File: src/rtl/fir_output_requantizer.sv
// -----------------------------------------------------------------------------
// fir_output_requantizer
//
// Output stage of the FIR lowpass filter. Each wide unsigned filter result is
// rounded (add half an LSB of the output scale), right-shifted, saturated to
// an 8-bit sample and pushed into a small first-word-fall-through FIFO that
// feeds the downstream consumer over a valid/ready handshake.
//
// Pipeline: stage 1 (round-add) -> stage 2 (shift + saturate) -> FIFO write,
// so a sample strobed into an empty block shows on out_valid 3 edges later.
//
// Ports:
//   clock       in   rising-edge system clock
//   reset       in   synchronous, active-high reset
//   Data_in     in   [word_size_in-1:0] filter result, sampled when in_valid=1
//   in_valid    in   one-cycle strobe per filter sample
//   Data_out    out  [word_size_out-1:0] FIFO head (holds last value when empty)
//   out_valid   out  FIFO non-empty
//   out_ready   in   consumer takes Data_out this cycle
//   fifo_count  out  [$clog2(fifo_depth):0] occupied FIFO entries
//   overflow    out  sticky: a sample was dropped because the FIFO was full
//   sat_count   out  [7:0] saturated-sample counter, sticks at 255
//                    (present only when FIR_OUT_SAT_CNT_EN is defined)
//
// Build option: define FIR_OUT_SAT_CNT_EN to add the sat_count port/counter.
// -----------------------------------------------------------------------------
module fir_output_requantizer #(
    parameter int word_size_in  = 18,
    parameter int word_size_out = 8,
    parameter int shift         = 10,
    parameter int fifo_depth    = 4
) (
    input  logic                            clock,
    input  logic                            reset,
    input  logic [word_size_in-1:0]         Data_in,
    input  logic                            in_valid,
    output logic [word_size_out-1:0]        Data_out,
    output logic                            out_valid,
    input  logic                            out_ready,
    output logic [$clog2(fifo_depth):0]     fifo_count,
    output logic                            overflow
`ifdef FIR_OUT_SAT_CNT_EN
    ,
    output logic [7:0]                      sat_count
`endif
);

    localparam int AW = $clog2(fifo_depth);
    localparam int CW = AW + 1;
    localparam int SW = word_size_in + 1;

    // Half an output LSB; the inner ternary keeps the shift amount legal when shift=0.
    localparam logic [SW-1:0] ROUND_C = (shift > 0) ? (SW'(1) << ((shift > 0) ? (shift - 1) : 0)) : '0;
    localparam logic [SW-1:0] MAX_C   = SW'((1 << word_size_out) - 1);
    localparam logic [CW-1:0] FULL_C  = CW'(fifo_depth);

    // True when the shifted sum no longer fits in the output word.
    function automatic logic sat_hit_f(input logic [SW-1:0] s);
        logic [SW-1:0] q;
        q = s >> shift;
        return (q > MAX_C);
    endfunction

    // Shift and clamp a rounded sum to the output width.
    function automatic logic [word_size_out-1:0] requant_f(input logic [SW-1:0] s);
        logic [SW-1:0] q;
        q = s >> shift;
        if (sat_hit_f(s)) begin
            return '1;
        end else begin
            return q[word_size_out-1:0];
        end
    endfunction

    logic [SW-1:0]            sum_r;
    logic                     s1_valid_r;
    logic [word_size_out-1:0] s2_data_r;
    logic                     s2_valid_r;

    logic [word_size_out-1:0] mem_r [fifo_depth];
    logic [AW-1:0]            wr_ptr_r;
    logic [AW-1:0]            rd_ptr_r;
    logic [CW-1:0]            count_r;
    logic [word_size_out-1:0] data_out_r;
    logic                     out_valid_r;
    logic                     overflow_r;

    logic                     full_s;
    logic                     rd_en_s;
    logic                     wr_en_s;
    logic                     drop_s;
    logic [CW-1:0]            count_next_s;
    logic [AW-1:0]            rd_ptr_next_s;
    logic [word_size_out-1:0] head_next_s;

    // Two-stage requantization pipeline: round-add, then shift/saturate.
    always_ff @(posedge clock) begin
        if (reset) begin
            s1_valid_r <= 1'b0;
            s2_valid_r <= 1'b0;
            sum_r      <= '0;
            s2_data_r  <= '0;
        end else begin
            s1_valid_r <= in_valid;
            s2_valid_r <= s1_valid_r;
            if (in_valid) begin
                sum_r <= {1'b0, Data_in} + ROUND_C;
            end else begin
                sum_r <= sum_r;
            end
            if (s1_valid_r) begin
                s2_data_r <= requant_f(sum_r);
            end else begin
                s2_data_r <= s2_data_r;
            end
        end
    end

    // FIFO handshake decode and next-state head/occupancy.
    always_comb begin
        full_s        = (count_r == FULL_C);
        rd_en_s       = out_valid_r && out_ready;
        // A full FIFO still accepts a write when a read frees a slot on the same edge.
        wr_en_s       = s2_valid_r && (!full_s || rd_en_s);
        drop_s        = s2_valid_r && full_s && !rd_en_s;
        rd_ptr_next_s = rd_en_s ? (rd_ptr_r + AW'(1)) : rd_ptr_r;
        case ({wr_en_s, rd_en_s})
            2'b10:   count_next_s = count_r + CW'(1);
            2'b01:   count_next_s = count_r - CW'(1);
            default: count_next_s = count_r;
        endcase
        // The new head is the incoming word when it lands in the slot being exposed.
        if (wr_en_s && (wr_ptr_r == rd_ptr_next_s)) begin
            head_next_s = s2_data_r;
        end else begin
            head_next_s = mem_r[rd_ptr_next_s];
        end
    end

    // FIFO storage; contents need no reset because the pointers define validity.
    always_ff @(posedge clock) begin
        if (wr_en_s && !reset) begin
            mem_r[wr_ptr_r] <= s2_data_r;
        end
    end

    // FIFO pointers, occupancy, registered head/valid and the sticky overflow flag.
    always_ff @(posedge clock) begin
        if (reset) begin
            wr_ptr_r    <= '0;
            rd_ptr_r    <= '0;
            count_r     <= '0;
            data_out_r  <= '0;
            out_valid_r <= 1'b0;
            overflow_r  <= 1'b0;
        end else begin
            wr_ptr_r    <= wr_en_s ? (wr_ptr_r + AW'(1)) : wr_ptr_r;
            rd_ptr_r    <= rd_ptr_next_s;
            count_r     <= count_next_s;
            out_valid_r <= (count_next_s != '0);
            if (count_next_s != '0) begin
                data_out_r <= head_next_s;
            end else begin
                data_out_r <= data_out_r;
            end
            if (drop_s) begin
                overflow_r <= 1'b1;
            end else begin
                overflow_r <= overflow_r;
            end
        end
    end

`ifdef FIR_OUT_SAT_CNT_EN
    logic [7:0] sat_cnt_r;

    // Count every stage-2 sample that clamps, even if the FIFO later drops it.
    always_ff @(posedge clock) begin
        if (reset) begin
            sat_cnt_r <= 8'd0;
        end else if (s1_valid_r && sat_hit_f(sum_r) && (sat_cnt_r != 8'hFF)) begin
            sat_cnt_r <= sat_cnt_r + 8'd1;
        end else begin
            sat_cnt_r <= sat_cnt_r;
        end
    end

    assign sat_count = sat_cnt_r;
`endif

    assign Data_out   = data_out_r;
    assign out_valid  = out_valid_r;
    assign fifo_count = count_r;
    assign overflow   = overflow_r;

endmodule

File: config.mk
export PLATFORM = sky130hd
export DESIGN_NAME = fir_output_requantizer
export DESIGN_NICKNAME = d
export VERILOG_FILES = /design/src/rtl/fir_output_requantizer.sv
export SDC_FILE = /design/constraint.sdc
export NUM_CORES = 1
export LEC_CHECK = 0
export CORE_AREA = 2 2 103 65
export CTS_CLUSTER_DIAMETER = 60
export DETAILED_ROUTE_END_ITERATION = 8
export DIE_AREA = 0 0 105 67
export PLACE_DENSITY = 0.75
export SLEW_MARGIN = 5
export SYNTH_ARGS = -nofsm -noshare
export SYNTH_HDL_FRONTEND = slang
export SYNTH_SLANG_ARGS = --single-unit
File: constraint.sdc
create_clock -name clock -period 3.83 [get_ports clock]
set_clock_uncertainty 0.15 [all_clocks]
set_input_delay 0.766 -clock clock [delete_from_list [all_inputs] [get_ports clock]]
set_output_delay 0.766 -clock clock [all_outputs]
set_load 0.01 [all_outputs]
==> metrics <==
leakage power=0.001329 uW; Yosys warnings=0; Arrival @ worst endpoint=3.34 ns; Routability Congestion=0.7796; n_diodes=0; final total power=1769 uW; final hold vios=0; Setup WS post-layout=0.6249 ns; RSZ-0062 raised after global routing=no; Hold Path Class=register to register; hold path start=overflow; Synth Register Bits=68; Netlist cell types=50; Gate Count Post-Synth=289; Synth Flop Type=dfxtp_1; DR iter-0 viols=174; CTS tree=done; Setup Viol. Count Final=0; leading post-synthesis cells by cell area=edfxtp_1, dfxtp_1, a211oi_1; CTS max path bufs=2; IO Pins=35; flop2flop setup slack=1.07 ns; Hold EP=overflow; Clk Latency, worst-skew pair=0.35 ns; DP HPWL=4327 microns; Global Route Usage Sum=20.62%; power density cells=463.7 nW/um^2; crit-path max FO=8; Slew @ Worst Pin=0.5960 ns; cell taking the most area after synthesis=edfxtp_1; status=complete, no violations; drt wl/cell=16.11 microns; port bufs=25; placed cell count=383; Post-Route M1 WL=3214 microns; overflow left after global routing=0; post-synthesis to final-layout area growth=15.41%; num rows=22; Mapped Avg Cell Area=11.44 sq um; synthesized area=3306 sq um; final antenna-violating net count=0; Critical Path Start Type=primary input; largest net degree at the start of global routing=35; Rel. slew slack=60.14%; post_cts resized=0; Req. time, crit path=3.97 ns; share of synthesized flip-flops with an asynchronous set or reset=0%; hold path cells=2; vias per cell=5.907; Mapped Nets=317; met2 wire length=2672 microns; crit path kind=primary input to register; maximum vdd ir drop=0.2702 mV; core area=6001 sq um; max_cap viols=0; CTS root buf=clkbuf_8; Max Fclk=312.0 MHz; width of the die=105 microns; Setup Slack @ Placement=0.2750 ns; clk sinks=68; Initial Utilization=55.09%; first-pass GRT wire length=10780 microns; CP Capture Type=register; vias=2357; full die area=7035 sq um; commonest non-fill, non-tap cell in the layout=dfxtp_1; fin crit share=83.68%; Final Non-Filler Cells=399; DR top layer=met4; top cell type's share of synthesized area=29.07%; Post-Route WL=6428 microns; number of H-tree levels=3; Met3 Wirelength=455 microns; Pre-antenna DRT Iters=4; NumNets Final=338; post-cts hold buffer count=0; most frequent cells in the layout=dfxtp_1, edfxtp_1, a211oi_1; TNS Setup=0 ns; Worst-path clk slew=0.08 ns; DRC violations left=0; share of post-route cells with drive strength above 1=13.02%; FF-to-FF End=Data_out[6]; setup repair bufs after CTS=0; hold slack=0.3023 ns; fin crit period=3.205 ns; die height=67 microns; reg-to-reg startpoint=s2_valid_r; max-slew violations=0; vias in the first global route=2144; Num CTS Buffers=9; R2R depth=9; Post-synth EDFFs=32; antenna violations before repair=0; register area share after synthesis=50.87%
==> routing by layer <==
| layer | GRT usage (%) | vias to the layer above |
|---|---|---|
| met1 | 27.99 | 1116 |
| met3 | 8.317 | 10 |
| met2 | 30.68 | 70 |
| met4 | 5.333 | 0 |
| li1 | - | 1161 |
| met5 | 0 | - |
==> per-stage QoR <==
step / util [%] / instance area [sq um]
2_1_floorplan: - / 3306
3_3_place_gp: 60.18 / 3611
3_5_place_dp: 60.18 / 3611
4_1_cts: 63.57 / 3815
5_1_grt: 63.57 / 3815
6_report: 63.57 / 3815
==> cell families after synthesis <==
| kind of cell | Yosys count | synth area share [%] |
|---|---|---|
| mux | 18 | 5.488 |
| flops | 68 | 50.87 |
| buf+inv | 35 | 5.034 |
| compound gates | 79 | 20.17 |
| simple gates | 72 | 13.02 |
| xor+xnor | 11 | 2.914 |
| fa+ha+maj | 6 | 2.498 |
==> worst max path at each step <==
stage               from           to  slack, ns  cells after the start
2_1_floorplan  out_ready  Data_out[1]       0.80                     10
6_report       out_ready  Data_out[6]       0.62                     10
3_5_place_dp   out_ready  Data_out[6]       0.27                     10
5_1_grt        out_ready  Data_out[5]       0.55                     10
4_1_cts        out_ready  Data_out[6]       0.63                     10
3_3_place_gp   out_ready  Data_out[7]       0.35                     10
==> area by class of cell <==
class / instances / area [sq um]
Inverter: 9 / 33.78
Fill cell: 515 / 2186
Tap cell: 84 / 105.1
Sequential cell: 68 / 1682
Multi-Input combinational cell: 186 / 1458
Clock buffer: 9 / 123.9
Timing Repair Buffer: 36 / 332.8
Clock inverter: 7 / 80.08
==> power by group <==
part	switching, uW	internal [uW]
registers	38.7	802
clock network	298	311
logic	161	159
==> critical path, stage by stage <==
cell and delay, ns:
clkdlybuf4s50_1 0.47, and3b_1 0.20, inv_1 0.06, fa_1 0.45, or4bb_2 0.63, o211ai_1 0.12
a41o_1 0.21, nor2b_1 0.13, buf_4 0.19, o2bb2ai_2 0.11
==> registers in the layout, summed over array words and instances (netlist names) <==
signal and count:
Data_out 8, out_valid 1, s1_valid_r 1, sum_r 9, rd_ptr_r 2, s2_valid_r 1
overflow 1, fifo_count 3, s2_data_r 8, mem_r 32, wr_ptr_r 2
==> cells in the mapped netlist (3+ instances only) <==
cell	count
ha_1	5
o211ai_1	3
edfxtp_1	32
nor2b_1	5
a2bb2oi_1	7
o31ai_1	8
nor2_1	25
buf_6	3
nand2_1	5
clkbuf_1	14
a211oi_1	28
xnor2_1	7
dfxtp_1	36
nor4bb_1	7
and2_1	5
a21oi_1	3
o22ai_1	8
xor2_1	4
o2bb2ai_2	8
buf_2	7
inv_1	7
nand4b_1	8
nand3_1	5
mux2i_1	17
(Power assumes the default switching activity.)
